### src/rtl/lc4_seq_divider.sv
// rtl/lc4_seq_divider.sv - 16-bit unsigned restoring divider, one quotient bit per clock
//
// Ports:
//   clk          sole clock, rising edge
//   rst          asynchronous active-high reset
//   i_valid      operands offered on i_dividend / i_divisor
//   i_ready      block is idle and will accept an operation
//   i_dividend   16-bit unsigned dividend
//   i_divisor    16-bit unsigned divisor
//   o_valid      result available
//   o_ready      consumer accepts the result
//   o_quotient   quotient, zero whenever o_valid is low or the divisor was zero
//   o_remainder  remainder, zero whenever o_valid is low or the divisor was zero
//   o_busy       iteration in progress
module lc4_seq_divider (
    input  logic        clk,
    input  logic        rst,
    input  logic        i_valid,
    output logic        i_ready,
    input  logic [15:0] i_dividend,
    input  logic [15:0] i_divisor,
    output logic        o_valid,
    input  logic        o_ready,
    output logic [15:0] o_quotient,
    output logic [15:0] o_remainder,
    output logic        o_busy
);

    localparam logic [1:0] IDLE = 2'd0;
    localparam logic [1:0] RUN  = 2'd1;
    localparam logic [1:0] DONE = 2'd2;

    logic [1:0]  state;
    logic [3:0]  count;
    // quo starts as the dividend; each step shifts out its MSB into the
    // partial remainder and shifts the new quotient bit in at the bottom.
    logic [15:0] quo;
    logic [15:0] dsr;
    logic [15:0] rem;
    logic        div_zero;

    logic [16:0] shifted;
    logic [16:0] trial;
    logic        borrow;

    always_comb begin
        shifted = {rem, quo[15]};
        trial   = shifted - {1'b0, dsr};
        // With a non-zero divisor rem < dsr holds, so shifted < 2*dsr. A
        // successful subtract therefore leaves a result below 2^16, while a
        // borrow wraps to at least 2^16: bit 16 is exactly the borrow flag.
        // A zero divisor breaks the invariant, but its result is masked.
        borrow  = trial[16];
    end

    always_ff @(posedge clk or posedge rst) begin
        if (rst) begin
            state    <= IDLE;
            count    <= 4'd0;
            quo      <= 16'd0;
            dsr      <= 16'd0;
            rem      <= 16'd0;
            div_zero <= 1'b0;
        end else begin
            case (state)
                IDLE: begin
                    if (i_valid) begin
                        quo      <= i_dividend;
                        dsr      <= i_divisor;
                        rem      <= 16'd0;
                        count    <= 4'd15;
                        div_zero <= (i_divisor == 16'd0);
                        state    <= RUN;
                    end
                end
                RUN: begin
                    quo   <= {quo[14:0], ~borrow};
                    rem   <= borrow ? shifted[15:0] : trial[15:0];
                    count <= count - 4'd1;
                    if (count == 4'd0) begin
                        state <= DONE;
                    end
                end
                DONE: begin
                    if (o_ready) begin
                        state <= IDLE;
                    end
                end
                default: begin
                    state <= IDLE;
                end
            endcase
        end
    end

    always_comb begin
        i_ready     = (state == IDLE);
        o_busy      = (state == RUN);
        o_valid     = (state == DONE);
        o_quotient  = (o_valid && !div_zero) ? quo : 16'd0;
        o_remainder = (o_valid && !div_zero) ? rem : 16'd0;
    end

endmodule

### config.mk
export PLATFORM = sky130hd
export DESIGN_NAME = lc4_seq_divider
export DESIGN_NICKNAME = d
export VERILOG_FILES = /design/src/rtl/lc4_seq_divider.sv
export SDC_FILE = /design/constraint.sdc
export NUM_CORES = 1
export LEC_CHECK = 0
export CORE_ASPECT_RATIO = 0.75
export CORE_MARGIN = 4
export CORE_UTILIZATION = 45
export CTS_CLUSTER_SIZE = 14
export DETAILED_ROUTE_END_ITERATION = 7
export GPL_TIMING_DRIVEN = 0
export PLACE_DENSITY = 0.71
export SLEW_MARGIN = 20
export SYNTH_ARGS = -nofsm -noshare
export SYNTH_HDL_FRONTEND = slang
export SYNTH_SLANG_ARGS = --single-unit
### constraint.sdc
create_clock -name clk -period 3.05 [get_ports clk]
set_clock_uncertainty 0.1 [all_clocks]
set_input_delay 0.4575 -clock clk [delete_from_list [all_inputs] [get_ports clk]]
set_output_delay 0.4575 -clock clk [all_outputs]
set_load 0.01 [all_outputs]
==> key figures <==
Run status
  • Status: finished, final reports clean

Placement
  • Pre-CTS setup slack: 151.6 ps
  • Port bufs: 70
  • Final RePlAce weighted congestion: 0.8761
  • Cell area after placement: 0.004409 mm²
  • HPWL after DPL: 7840 µm

Synth
  • Syn nets: 472
  • Post-synthesis compound-gate area fraction: 24.12%
  • Post-synthesis adder-cell area fraction: 6.501%
  • Synth Cell Area: 0.003580 mm²
  • Top cell type's share of synthesized area: 38.45%
  • Count of cell types in the netlist: 56
  • Ys async rst share: 100.0%
  • Main combinational cell family by area after synthesis: compound AO/OA/AOI/OAI gates
  • Average size of a mapped cell: 8.564 µm²
  • Sequential-to-total area share from yosys stat: 38.45%
  • Post-synthesis mux area share: 0.2796%
  • Xor/xnor share of the synthesized area: 2.447%
  • Synth Area in Simple Gates: 22.23%
  • Synth area leaders: dfrtp_1, nand2_1, and2_1, ha_1, o21ai_0
  • Flop and latch count out of synthesis: 55
  • Ys flop type: dfrtp_1
  • Ys Warns: 0
  • Synth area leader: dfrtp_1
  • Post-synth EDFFs: 0
  • Mapped Cells: 418

Finish
  • Fillers: 664
  • Final non-filler cell area: 0.004542 mm²
  • Most frequent cells in the layout: clkdlybuf4s50_1, nand2_1, dfrtp_1
  • FF/Latch Area: 0.001376 mm²
  • P&R area growth vs syn: 26.88%
  • Most common cell after layout, fill and taps aside: clkdlybuf4s50_1
  • Nets@finish: 549
  • Layout cells sized above 1: 5.242%
  • Finished Core Util: 60.29%
  • Area occupied by multi-input gates: 0.002001 mm²
  • N_diodes: 0

Pwr
  • PwrDens: 1258 mW/mm²
  • Clk pwr share: 8.9%
  • Switch share: 48.96%
  • Flop pwr share: 24.7%
  • Switching power: 2.797 mW
  • Int Pwr: 2.916 mW
  • Worst vdd ir: 0.0005959 V
  • Comb pwr share: 66.3%
  • LEAKAGE: 1.947 nW

Timing
  • RSZ-0062 raised after global routing: false
  • Final Hold Viols: 0
  • Slew headroom: 53.14%
  • Hold WS: 408.3 ps
  • Period utilization: 94.68%
  • Final setup violation count: 0
  • Minimum clock period: 2888 ps
  • Max Slew Vio Count: 0
  • Final TNS setup: 0 ps
  • Slew at the pin closest to its max-slew limit: 700.3 ps
  • Setup ws final: 162.3 ps
  • Fmax: 346.3 MHz

Global routing
  • Largest net degree at the start of global routing: 56
  • Global-route wire length before repair: 16,920 µm
  • Initial antenna violation count: 0
  • Global route overflow: 0
  • Total GRT Usage: 22.02%
  • Via count of the first global-routing pass: 3,236

Worst setup path
  • Reg2reg end: rem[8]
  • Crit-path cells: nand2b_1 > nor2_1 > clkbuf_1 > and2_1 > clkdlybuf4s50_1
  • CP Capture Type: output pin
  • CP Class: flop to output pin
  • Crit path max fanout: 10
  • R2R depth: 11
  • Crit path buffers/inverters: 2
  • Setup slack, reg-to-reg: 220 ps
  • Highest-delay cell along the critical path: clkdlybuf4s50_1
  • Data arrival, critical path: 2330 ps
  • Crit-path leading delay family: buffers and inverters
  • Crit-path max cell delay: 550 ps
  • CP startpoint kind: flop
  • Reg-to-reg startpoint: quo[15]
  • Critical Path RT: 2490 ps

Floorplan
  • DIE AREA: 0.009460 mm²
  • DIE HEIGHT: 85.24 µm
  • I/O pin count: 71
  • # rows: 27
  • Die width: 111.0 µm
  • Core area: 0.007533 mm²
  • Initial Utilization: 47.52%

Detailed routing
  • DR pass1 iterations: 5
  • Via/cell ratio: 5.735
  • Routed WL: 10,500 µm
  • Vias: 3,424
  • Routed WL per cell: 17.58 µm
  • DRC violations left: 0
  • Initial DRC count: 368
  • Routed Antenna Nets: 0

Clock network
  • CTS tree: done
  • Clock slew at reported path FFs: 110 ps
  • Root Driver: clkbuf_8
  • # clock sinks: 55
  • Clock buffer depth: 2
  • CTS Buf Count: 5
  • Clk Latency, worst-skew pair: 320 ps
  • H-tree levels: 2

Hold path
  • WHS Path Cells: 2
  • Hold EP: quo[3]
  • Hold path start: quo[3]
  • Worst hold path class: flop to flop

Run
  • Max Cap Violations: 0
through the flow:
step | power, mW | std cells
floorplan | 4.116 | 418
global placement | 4.975 | 589
detailed placement | 5.064 | 589
CTS | 5.618 | 597
global route | 6.237 | 597
finish | 5.714 | 597
cell type report:
cell class / instances / area share, %
Tap cell: 101 / 2.782
Clock inverter: 3 / 1.047
Multi-Input combinational cell: 312 / 44.05
Clock buffer: 5 / 1.515
Sequential cell: 55 / 30.30
Inverter: 25 / 2.121
Buffer: 25 / 2.590
Timing Repair Buffer: 71 / 15.59
cells in the mapped netlist, drive strengths merged, types with 6 or more instances:
master	count
nand2	58
dfrtp	55
and2	34
o21ai	29
inv	25
a21oi	23
clkbuf	20
ha	17
a22oi	16
nor2	13
nor3	13
o211ai	10
and3	9
nand2b	8
a211oi	7
buf	6
nand3	6
o31ai	6
xor2	6
worst min-delay path, delay by kind of cell (launching register included):
family           cells  cell delay [ps]
and+or+nand+nor      2              100
DFF                  1              370
power by group through the flow:
| stage | Clock, mW | Sequential, mW | Combinational [mW] |
|---|---|---|---|
| 2_1_floorplan | 0 | 1.30 | 2.82 |
| 4_1_cts | 0.520 | 1.40 | 3.70 |
| 5_1_grt | 0.549 | 1.45 | 4.24 |
| 3_5_place_dp | 0 | 1.41 | 3.65 |
| 6_report | 0.510 | 1.41 | 3.79 |
| 3_3_place_gp | 0 | 1.41 | 3.57 |
kinds of logic after synthesis:
logic type               count (synthesis)
buffers and inverters                   51
adder cells (fa/ha/maj)                 18
multiplexers                             1
AND/OR/NAND/NOR                        158
XOR/XNOR                                10
AO/OA/AOI/OAI                          125
flip-flops                              55
how the worst max path moves through the flow:
stage,to,from,slack [ps],depth (start not counted)
CTS,o_busy,state[1],40,6
finish,o_remainder[2],state[0],160,5
global route,rem[8],quo[15],20,11
global placement,rem[12],rst,120,2
detailed placement,rem[12],quo[15],150,11
floorplan,rem[8],quo[15],440,11
state kept, by name (all words and copies together), names as in the netlist:
name,flops
count,4
rem,16
quo,16
dsr,16
state,2
div_zero,1
layer usage:
metal  global-route usage, %  wire length [µm]
met5                       0                 0
met4                   5.369                99
met3                   6.058              1030
met2                   30.07              4241
met1                   33.95              5123
timing repair:
item | 4_1_cts | 5_1_grt
pin swaps | 0 | 2
endpoints found under the setup margin | 1 | 16
gates resized for setup | 1 | 4
setup buffers | 0 | 1
hold buffers | 0 | 0
Power figures use the tool's default switching activity.
